<file path="src/rtl/pipe_pkg.sv">
// Shared definitions for the pipeline-boundary registers of the five-stage CPU.
// Contents:
//   - occupancy encoding of an elastic stage (EMPTY / FULL1 / FULL2)
//   - standard data/ctrl bundle widths per stage boundary
//   - bit positions inside the control bundle
package pipe_pkg;

  localparam logic [1:0] ST_EMPTY = 2'd0;
  localparam logic [1:0] ST_FULL1 = 2'd1;
  localparam logic [1:0] ST_FULL2 = 2'd2;

  typedef enum logic [1:0] {
    StEmpty = ST_EMPTY,
    StFull1 = ST_FULL1,
    StFull2 = ST_FULL2
  } pipe_state_e;

  // Bundle widths per boundary
  localparam int unsigned IFID_DATA_W  = 64;   // PC, IR
  localparam int unsigned IFID_CTRL_W  = 8;
  localparam int unsigned IDEX_DATA_W  = 133;  // PC, IR, rs1, rs2 values, rd
  localparam int unsigned IDEX_CTRL_W  = 8;
  localparam int unsigned EXMEM_DATA_W = 96;   // PC, ALU result, store data
  localparam int unsigned EXMEM_CTRL_W = 8;
  localparam int unsigned MEMWB_DATA_W = 69;   // result, load data, rd
  localparam int unsigned MEMWB_CTRL_W = 8;

  // Control bundle bit indices
  localparam int unsigned CTRL_REG_WRITE  = 0;
  localparam int unsigned CTRL_MEM_WRITE  = 1;
  localparam int unsigned CTRL_MEM_READ   = 2;
  localparam int unsigned CTRL_MEM_TO_REG = 3;
  localparam int unsigned CTRL_BRANCH     = 4;
  localparam int unsigned CTRL_JUMP       = 5;
  localparam int unsigned CTRL_ALU_SRC    = 6;
  localparam int unsigned CTRL_HALT       = 7;

endpackage

</file>
<file path="src/rtl/pipe_skid_entry.sv">
// One storage entry of an elastic pipeline stage: data + ctrl register with a
// load enable and a valid bit.
// Ports:
//   clk        rising-edge clock
//   clr        synchronous reset: valid, data and ctrl all cleared
//   kill       flush: valid and ctrl cleared, data left as is
//   load       capture data_nxt/ctrl_nxt
//   valid_nxt  valid bit for the next cycle
//   data_nxt   incoming data bundle
//   ctrl_nxt   incoming control bundle
//   valid      entry holds a beat
//   data       held data bundle
//   ctrl       held control bundle (raw, not gated by valid)
module pipe_skid_entry
  import pipe_pkg::*;
#(
  parameter int unsigned DATA_W = 96,
  parameter int unsigned CTRL_W = 8
) (
  input  logic              clk,
  input  logic              clr,
  input  logic              kill,
  input  logic              load,
  input  logic              valid_nxt,
  input  logic [DATA_W-1:0] data_nxt,
  input  logic [CTRL_W-1:0] ctrl_nxt,
  output logic              valid,
  output logic [DATA_W-1:0] data,
  output logic [CTRL_W-1:0] ctrl
);

  always_ff @(posedge clk) begin
    if (clr) begin
      valid <= 1'b0;
      data  <= '0;
      ctrl  <= '0;
    end else if (kill) begin
      // A beat loaded in the same cycle is dropped too.
      valid <= 1'b0;
      ctrl  <= '0;
    end else begin
      valid <= valid_nxt;
      if (load) begin
        data <= data_nxt;
        ctrl <= ctrl_nxt;
      end
    end
  end

endmodule

</file>
<file path="src/rtl/pipe_stage_elastic.sv">
// Generic pipeline-boundary register with valid/ready handshake, stall
// back-pressure and synchronous flush. One instance per stage boundary.
// Parameters:
//   DATA_W  data bundle width
//   CTRL_W  control bundle width (zeroed on flush and on bubbles)
//   SKID    1: main + skid entry, in_ready is a registered decode
//           0: single entry, in_ready = !out_valid | out_ready
// Ports:
//   clk, CLR (sync active-high reset), flush (sync kill of held/incoming beats)
//   in_valid/in_ready/in_data/in_ctrl      upstream side
//   out_valid/out_ready/out_data/out_ctrl  downstream side
// Build option PIPE_STAGE_STATS_EN adds stall_cnt and bubble_cnt outputs.
module pipe_stage_elastic
  import pipe_pkg::*;
#(
  parameter int unsigned DATA_W = 96,
  parameter int unsigned CTRL_W = 8,
  parameter int unsigned SKID   = 1
) (
  input  logic              clk,
  input  logic              CLR,
  input  logic              flush,
  input  logic              in_valid,
  output logic              in_ready,
  input  logic [DATA_W-1:0] in_data,
  input  logic [CTRL_W-1:0] in_ctrl,
  output logic              out_valid,
  input  logic              out_ready,
  output logic [DATA_W-1:0] out_data,
  output logic [CTRL_W-1:0] out_ctrl
`ifdef PIPE_STAGE_STATS_EN
  ,
  output logic [31:0]       stall_cnt,
  output logic [31:0]       bubble_cnt
`endif
);

  logic              accept;
  logic              emit;
  logic              main_load;
  logic              main_valid_nxt;
  logic [DATA_W-1:0] main_data_nxt;
  logic [CTRL_W-1:0] main_ctrl_nxt;
  logic              main_valid;
  logic [DATA_W-1:0] main_data;
  logic [CTRL_W-1:0] main_ctrl;

  assign accept = in_valid & in_ready;
  assign emit   = out_valid & out_ready;

  pipe_skid_entry #(
    .DATA_W (DATA_W),
    .CTRL_W (CTRL_W)
  ) u_main (
    .clk       (clk),
    .clr       (CLR),
    .kill      (flush),
    .load      (main_load),
    .valid_nxt (main_valid_nxt),
    .data_nxt  (main_data_nxt),
    .ctrl_nxt  (main_ctrl_nxt),
    .valid     (main_valid),
    .data      (main_data),
    .ctrl      (main_ctrl)
  );

  assign out_valid = main_valid;
  assign out_data  = main_data;
  // Bubbles must never carry RegWrite/MemWrite-type bits downstream.
  assign out_ctrl  = main_valid ? main_ctrl : '0;

  if (SKID != 0) begin : g_skid
    pipe_state_e       state_q, state_d;
    logic              skid_load;
    logic              skid_valid_nxt;
    logic              skid_valid;
    logic [DATA_W-1:0] skid_data;
    logic [CTRL_W-1:0] skid_ctrl;

    always_ff @(posedge clk) begin
      if (CLR || flush) begin
        state_q <= StEmpty;
      end else begin
        state_q <= state_d;
      end
    end

    always_comb begin
      state_d       = state_q;
      main_load     = 1'b0;
      skid_load     = 1'b0;
      main_data_nxt = in_data;
      main_ctrl_nxt = in_ctrl;
      unique case (state_q)
        StEmpty: begin
          if (accept) begin
            state_d   = StFull1;
            main_load = 1'b1;
          end
        end
        StFull1: begin
          if (accept && emit) begin
            main_load = 1'b1;
          end else if (accept) begin
            state_d   = StFull2;
            skid_load = 1'b1;
          end else if (emit) begin
            state_d = StEmpty;
          end
        end
        StFull2: begin
          // in_ready is low here, so only the skid beat can move forward.
          if (emit) begin
            state_d       = StFull1;
            main_load     = 1'b1;
            main_data_nxt = skid_data;
            main_ctrl_nxt = skid_ctrl;
          end
        end
        default: state_d = StEmpty;
      endcase
      main_valid_nxt = (state_d != StEmpty);
      skid_valid_nxt = (state_d == StFull2);
    end

    pipe_skid_entry #(
      .DATA_W (DATA_W),
      .CTRL_W (CTRL_W)
    ) u_skid (
      .clk       (clk),
      .clr       (CLR),
      .kill      (flush),
      .load      (skid_load),
      .valid_nxt (skid_valid_nxt),
      .data_nxt  (in_data),
      .ctrl_nxt  (in_ctrl),
      .valid     (skid_valid),
      .data      (skid_data),
      .ctrl      (skid_ctrl)
    );

    // Skid occupancy is FULL2; registered, so no path from out_ready.
    assign in_ready = ~skid_valid;
  end else begin : g_noskid
    assign in_ready = ~main_valid | out_ready;

    always_comb begin
      main_load      = accept;
      main_data_nxt  = in_data;
      main_ctrl_nxt  = in_ctrl;
      main_valid_nxt = main_valid;
      if (accept) begin
        main_valid_nxt = 1'b1;
      end else if (emit) begin
        main_valid_nxt = 1'b0;
      end
    end
  end

`ifdef PIPE_STAGE_STATS_EN
  always_ff @(posedge clk) begin
    if (CLR) begin
      stall_cnt  <= '0;
      bubble_cnt <= '0;
    end else begin
      if (out_valid && !out_ready) begin
        stall_cnt <= stall_cnt + 32'd1;
      end
      if (!out_valid && !flush) begin
        bubble_cnt <= bubble_cnt + 32'd1;
      end
    end
  end
`endif

endmodule

</file>
<file path="config.mk">
export PLATFORM = sky130hd
export DESIGN_NAME = pipe_stage_elastic
export DESIGN_NICKNAME = d
export VERILOG_FILES = /design/src/rtl/pipe_pkg.sv /design/src/rtl/pipe_skid_entry.sv /design/src/rtl/pipe_stage_elastic.sv
export SDC_FILE = /design/constraint.sdc
export NUM_CORES = 1
export LEC_CHECK = 0
export CAP_MARGIN = 15
export CELL_PAD_IN_SITES_DETAIL_PLACEMENT = 0
export CELL_PAD_IN_SITES_GLOBAL_PLACEMENT = 2
export CORE_MARGIN = 2
export CORE_UTILIZATION = 32
export CTS_CLUSTER_DIAMETER = 150
export DETAILED_ROUTE_END_ITERATION = 12
export GPL_ROUTABILITY_DRIVEN = 0
export PLACE_DENSITY = 0.91
export SYNTH_ARGS = -nofsm -noshare
export SYNTH_HDL_FRONTEND = slang
export SYNTH_SLANG_ARGS = --single-unit
</file>
<file path="constraint.sdc">
create_clock -name clk -period 4.7 [get_ports clk]
set_clock_uncertainty 0.1 [all_clocks]
set_input_delay 1.175 -clock clk [delete_from_list [all_inputs] [get_ports clk]]
set_output_delay 1.175 -clock clk [all_outputs]
set_load 0.02 [all_outputs]
</file>
==> run summary, run 1 <==
The detailed-route wire length per cell came out at ~15 um. IR analysis of the VDD net gives a maximum drop of 0.000255 V. met2 is the most crowded layer. Global routing consumed, on the met2 layer, 25.6% of the routing resources.

The global-route wire length before repair came out at 35.9 mm. For this block, the routed nets add up to roughly 22 mm of wire. The flow ran to the end, and the final reports show no timing, DRC or antenna violations. For this run, the leading register cell type out of synthesis is sky130_fd_sc_hd__dfxtp_1.

The portion of netlist area occupied by mux cells came out at around an eighth. After synthesis, the largest family of logic cells by area is compound AO/OA/AOI/OAI gates. The total number of clock tree sinks came out at 212. The kind of capture point of the worst setup path is a primary output. The number of antenna violations at the first check in global routing came out at 1. The data required time of the worst path came out at about 3400 ps. Measured along the x axis, the die boundary spans approximately 170 um.

The biggest area contributor in the post-synthesis netlist is sky130_fd_sc_hd__dfxtp_1. When the netlist entered floorplanning its net count stood at about 1000. The detailed router placed approximately 6900 vias in this run. The count of inserted antenna diode cells is 0. The number of unique standard cell types used by synthesis is 27. The max-cap violation count came out at 0. In this run the core area contains 60 standard-cell rows. The synthesized area divided by synthesized cell count came out at 9.21 sq um. For this run, the top clock speed supported by timing is ~320 MHz. The number of gates resized after cts came out at 0. The boundary pin count came out at between 200 and 250. The kind of start point of the critical path is a flop. The final number of setup-violating endpoints came out at 0. The critical path is of the flop to primary output type.

The area growth from synthesis to layout is 35.6%. After legalization and detailed placement, the total HPWL measured roughly 14 mm. The detailed router finished its first iteration with 250 violations.

Summed over all cells, the static leakage comes to 4.65 nW. The final net count came out at 1216. Summing the areas of all and, or, nand and nor instances in the mapped netlist gives roughly 15% of the synthesized area. Of the total synthesized cell area, the portion taken by full adders, half adders and majority gates is 0%. The count of final max-slew check failures came out at 0. Counting along the longest clock path gives a buffer depth of 3.

Final hold analysis gives a worst-case slack of about 350 ps. Entering global routing, the biggest net connects roughly 110 pins. In the global route stage, met3 resource usage came out at between 4 and 5%. The total die area is 28300 sq um.

Counting flops with an async set or reset pin after synthesis yields a share of 0%. At the pin with the least slew margin, the transition time is ~910 ps. Synthesis handed over a netlist of 938 instances. The post-synthesis compound-gate area fraction is a little under a fifth. After filler insertion, the fill cell instance count of the layout stands at 2569.

The synthesized design devotes to its leading area cell type around 50% of total area. The flip-flop and latch count after synthesis came out at 212. The worst slew margin relative to its limit is approximately two fifths. The class of the worst hold path is flop to flop. The H-tree depth is 1. Power comes to roughly 4.3 mW.

The global-route usage over all layers is approximately 15%. The worst-skew pair later-pin latency came out at 500 ps. The area of the mapped netlist came out at 8640 sq um. Buffers added to address setup during post-CTS repair amount to 0.

The vertical die dimension came out at 168 um. The final number of hold-violating endpoints is 0. The total power density per cell area is about 370 nW/um^2.

The number of hold buffers added after CTS was 0. Of all nets on the critical path, the largest fanout is 12. In the final timing run, aggregate negative setup slack is 0 ps.

The detailed-router iteration count before antenna repair is 4. The met1 demand-to-capacity share in global routing came out at between 10% and 20%. The post-synthesis xor/xnor area fraction is less than 1%.

The residual antenna-violating net count after detailed routing is 0. The overflow left after global routing is 0. The Yosys step of the flow raised 0 warnings. The number of global-route vias before repair is approximately 6700.

The final cycle utilization of the critical path came out at 66.0%. The DRC violation count after routing came out at 0. Setup repair after global routing left no endpoint under its margin.

The signal arrival time at the worst endpoint came out at between 1500 and 2000 ps. TritonCTS built the clock tree. The post-layout minimum cycle time came out at between 3000 and 4000 ps. In the post-synthesis netlist, the biggest area contributors are sky130_fd_sc_hd__dfxtp_1, sky130_fd_sc_hd__mux2i_1, sky130_fd_sc_hd__nand2_1. For this configuration, the core starts out at a cell density of roughly a third.

The portion of the post-synthesis area used by sequential elements is between 40% and 50%. sky130_fd_sc_hd__dfxtp_1 is the most common cell in the netlist. The average via count per standard cell is approximately 4.7. Yosys mapped a number of flops with a built-in enable equal to 0. Clock tree synthesis selected as its root buffer the cell sky130_fd_sc_hd__clkbuf_16. Ranked by instance count, the synthesized netlist is headed by sky130_fd_sc_hd__dfxtp_1, sky130_fd_sc_hd__nand2_1, sky130_fd_sc_hd__mux2i_1.

The core area came out at approximately 27000 sq um. The register clock-pin slew on the reported worst setup and hold paths is approximately 60 ps. The number of buffers created by CTS is 24. The layout cell share with drive strength beyond 1 is about 8.9%. During placement, the flow inserted port buffers numbering between 200 and 250.
[layout make-up]
type / count / area, sq um / area share [%]
Sequential cell: 212 / 4240 / 36.2
Multi-Input combinational cell: 645 / 4010 / 34.3
Timing Repair Buffer: 223 / 2270 / 19.4
Clock buffer: 34 / 699 / 5.97
Tap cell: 341 / 427 / 3.64
Clock inverter: 4 / 48.8 / 0.417
Inverter: 1 / 3.75 / 0.0321
[worst max-delay path, stage by stage (launching register included)]
cell and delay [ps]:
sky130_fd_sc_hd__dfxtp_1 530, sky130_fd_sc_hd__and2_1 190, sky130_fd_sc_hd__clkdlybuf4s50_1 610
[layout by cell type, fill, tap and decap left out, drive strengths merged]
cell | Yosys | layout
a211oi | 100 | 100
a21boi | 1 | 1
a21oi | 104 | 104
and2 | 9 | 9
buf | 40 | 10
bufinv | 0 | 1
clkbuf | 40 | 34
clkdlybuf4s50 | 0 | 213
clkinv | 0 | 3
dfxtp | 212 | 212
inv | 1 | 1
mux2i | 112 | 112
nand2 | 192 | 192
nand2b | 2 | 2
nand4b | 1 | 1
nand4bb | 1 | 1
nor2 | 106 | 106
nor3 | 1 | 1
o21a | 1 | 1
o21ai | 8 | 8
o32ai | 1 | 1
or2 | 3 | 3
or3 | 2 | 2
xor2 | 1 | 1
[power breakdown]
| group | internal (mW) | switching (mW) | total (mW) |
|---|---|---|---|
| Combinational | 0.278 | 0.293 | 0.571 |
| Sequential | 1.88 | 0.0445 | 1.92 |
| Clock | 1.08 | 0.714 | 1.79 |
| Total | 3.23 | 1.05 | 4.28 |
[routing by layer]
layer  up-vias  wire length (um)
met5         -                16
met4         2               330
met3        27              1490
met2       159             10100
met1      3161             10400
li1       3557                 -
[final timing paths]
kind / startpoint / end / slack (ps) / cells after the start
setup reg to reg: u_main.valid$_SDFF_PP0_ / u_main.data[48]$_SDFFE_PP0P_ / 2550 / 5
hold reg to reg: g_skid.u_skid.data[88]$_SDFFE_PP0P_ / g_skid.u_skid.data[88]$_SDFFE_PP0P_ / 350 / 2
setup / recovery: u_main.valid$_SDFF_PP0_ / out_ctrl[7] / 1600 / 2
hold / removal: g_skid.u_skid.data[88]$_SDFFE_PP0P_ / g_skid.u_skid.data[88]$_SDFFE_PP0P_ / 350 / 2
[stage by stage]
stage | worst slack (ps) | std cells | utilization (%) | area, sq um
floorplan | 2220 | 938 | - | 8640
global placement | 1340 | 1422 | 41.0 | 11000
detailed placement | 1280 | 1422 | 41.0 | 11000
CTS | 1570 | 1460 | 43.8 | 11700
global route | 1500 | 1460 | 43.8 | 11700
finish | 1600 | 1460 | 43.8 | 11700
[registers in the layout, indices dropped and copies added (netlist names)]
register	count
u_main.ctrl	8
g_skid.u_skid.valid	1
u_main.valid	1
g_skid.state_q	2
u_main.data	96
g_skid.u_skid.ctrl	8
g_skid.u_skid.data	96
[kinds of logic after synthesis]
kind of cell / count (synthesis)
AND/OR/NAND/NOR: 317
AO/OA/AOI/OAI: 215
flip-flops: 212
multiplexers: 112
buffers and inverters: 81
XOR/XNOR: 1
(Power assumes the default switching activity.)
==> run 2, diff against run 1 <==
CORE_UTILIZATION = 29   (was 32)
PLACE_DENSITY = 0.84   (was 0.91)
clock period = 3.15 ns   (was 4.7 ns; I/O delays follow)
==> run 2 against run 1 <==
Net effect: sequential share of layout area shrank 1.2 points; combinational power up 53%; sequential power grew 49%; routed wire length up 5.2%; core utilization fell by 2.8 points; via count up 2.1%; first-iteration DRC count grew 28%; register-to-register slack worse by 1500 ps; clock-buffer cell count increased by 6; critical path type unchanged; critical endpoint is now out_ctrl[0]; largest power group is now clock; highest routed layer is now met4.
==> run summary, run 2 (same netlist as run 1, synthesis figures left out) <==
The chip width is 177 um (was 168 um). The total number of clock tree sinks is 212 (unchanged). The wire length after detailed routing came to 23.5 mm (was 22.3 mm).

The fill cell instance count of the final layout is 2887 (was 2569). The count of port buffers added during placement came to 214 (unchanged). The kind of start point of the critical path is a flop (unchanged). The pin count of the biggest net entering global routing is 101 (was 114). The number of antenna violations at the first check in global routing came out at 0 (was 1). The family of cells with the greatest summed delay on the critical path was buffers and inverters (unchanged). The boundary pin count came to 215 (unchanged). The kind of capture point of the worst setup path is a primary output (unchanged). The post-route cell area came out at 12100 sq um (was 11700 sq um).

The worst setup slack after layout was 391 ps (was 1600 ps). The global-route wire length before repair was 36.9 mm (was 35.9 mm). The number of global-route vias before repair was 6806 (was 6653). Run status: completed (unchanged). The hold buffer count at cts is 0 (unchanged). The number of buffers created by CTS came out at 26 (was 24).

The master of the slowest instance on the critical path is sky130_fd_sc_hd__clkdlybuf4s50_1 (unchanged). The most common library cell in the layout ignoring fill and taps is sky130_fd_sc_hd__clkdlybuf4s50_1 (unchanged). The signal arrival time at the worst endpoint came out at 1870 ps (was 1830 ps).

The detailed router's first-iteration violation count came to 320 (was 250). The register clock-pin slew on the reported worst setup and hold paths came out at 60 ps (about the same). The final net count is 1231 (was 1216). The number of rows in the core area is 63 (was 60). The TritonCTS clock tree is built (unchanged). The worst setup timing slack at the placement stage was 278 ps (was 1280 ps). The count of final max-slew check failures came out at 0 (unchanged). The final number of setup-violating endpoints came to 0 (unchanged). The total placed instance area is 11200 sq um (was 11000 sq um).

The number of non-filler instances in the completed layout is 1529 (was 1460). Registers with the most flip-flops: g_skid.u_skid.data: 96 flops, u_main.data: 96 flops (unchanged). The core area came out at 29500 sq um (was 26700 sq um). The H-tree depth is 1 (unchanged). The timing-limited maximum frequency is around 360 MHz. Setup repair after global routing missed its margin: no (unchanged). The worst setup path category is flop to primary output (unchanged).

The total power density per cell area was 557 nW/um^2 (was 366 nW/um^2). The count of inserted antenna diode cells came to 0 (unchanged). The overflow left after global routing came out at 0 (unchanged).

The detailed-route wire length per cell was 15.4 um (was 15.3 um). The total die area came to 31200 sq um (was 28300 sq um). The worst IR drop on VDD came out at 0.000259 V (was 0.000255 V).

The residual antenna-violating net count after detailed routing is 0 (unchanged). The worst-case clock buffer depth is 3 (unchanged). The clock period could shrink to 2760 ps.

The slew at the pin closest to its max-slew limit was 595 ps (was 910 ps). The final setup TNS was 0 ps (unchanged). The number of placed instances, taps included is 1484 (was 1422). The worst slew margin relative to its limit came out at 60.4% (was 39.3%). The layout cell share with drive strength beyond 1 is 10.7% (was 8.94%).

The area of combinational cells with multiple inputs came out at 4010 sq um (unchanged). The global-route usage over all layers is 14.6% (was 15.4%). The starting utilization of the core area came to 29.3% (was 32.3%).

Series of cell instances along the critical path: and2_1 -> clkdlybuf4s50_1 (unchanged). The delay of the slowest critical-path stage came out at 610 ps (about the same). The detailed-router iteration count before antenna repair was 4 (unchanged). The number of gates resized after cts came to 0 (unchanged).

The vertical die dimension is 177 um (was 168 um). The data required time of the worst path is 2260 ps (was 3420 ps). Top library cells by usage in the layout, fill and taps aside: sky130_fd_sc_hd__clkdlybuf4s50_1, sky130_fd_sc_hd__dfxtp_1, sky130_fd_sc_hd__nand2_1, sky130_fd_sc_hd__mux2i_1, sky130_fd_sc_hd__nor2_1 (unchanged). The HPWL after detailed placement is 14.7 mm (was 13.5 mm). The DRC violation count after routing is 0 (unchanged). The final number of hold-violating endpoints came out at 0 (unchanged).

The library cell used as clock root buffer was sky130_fd_sc_hd__clkbuf_16 (unchanged). The buffers plus inverters on the worst setup path was 1 (unchanged). The number of vias after detailed routing is 7054 (was 6906). The leakage power of the design came to 4.82 nW (was 4.65 nW). The final cycle utilization of the critical path came out at between 80% and 90%.

The area growth from synthesis to layout is 40.1% (was 35.6%). The top fanout value on the critical path is 12 (unchanged). The worst-skew pair later-pin latency is 520 ps (was 500 ps). The max-cap violation count is 0 (unchanged). The area used by sequential logic in the layout is 4240 sq um (unchanged). The class of the worst hold path is flop to flop (unchanged). The number of setup buffers added after CTS is 0 (unchanged). The average via count per standard cell came to 4.61 (was 4.73).
[run 2: power breakdown]
group | internal, mW | leakage, nW | switching (mW)
clock network | 1.86 | 0.434 | 1.14
logic | 0.432 | 2.66 | 0.444
registers | 2.80 | 1.73 | 0.0699
[run 2: area by class of cell]
class                      instances  share of cell area, %
inverter                           1                 0.0310
tap                              390                   4.03
timing repair buffer             236                   20.4
multi-input combinational        645                   33.2
sequential                       212                   35.1
clock buffer                      40                   6.82
clock inverter                     5                  0.434
[run 2: worst reg2reg max path, delay by kind of cell (launching register included)]
family | cells | cell delay (ps)
AOI/OAI and AO/OA | 3 | 700
buffers and inverters | 2 | 560
DFF | 1 | 550
and+or+nand+nor | 1 | 70
[run 2: final timing paths]
check / start / to / slack (ps) / cells after the start
worst min register to register: g_skid.u_skid.data[73]$_SDFFE_PP0P_ / g_skid.u_skid.data[73]$_SDFFE_PP0P_ / 350 / 2
worst max register to register: u_main.valid$_SDFF_PP0_ / u_main.data[29]$_SDFFE_PP0P_ / 1080 / 6
worst max-delay path: u_main.valid$_SDFF_PP0_ / out_ctrl[0] / 390 / 2
worst min-delay path: g_skid.u_skid.data[73]$_SDFFE_PP0P_ / g_skid.u_skid.data[73]$_SDFFE_PP0P_ / 350 / 2
[run 2: per-stage QoR]
| stage | utilization, % | hold slack, ps | total power, mW |
|---|---|---|---|
| after detailed placement | 38.1 | 346 | 3.81 |
| final | 41.0 | 351 | 6.74 |
| after floorplan | - | 336 | 3.36 |
| after global placement | 38.1 | 340 | 3.80 |
| after CTS | 41.0 | 353 | 6.85 |
| after global routing | 41.0 | 363 | 7.03 |
[run 2: routing by layer]
metal	vias to the layer above	wire (um)	track usage (%)
li1	3588	-	-
met5	-	0	0
met3	33	1340	3.38
met1	3276	11100	19.6
met4	0	456	3.82
met2	157	10500	23.6
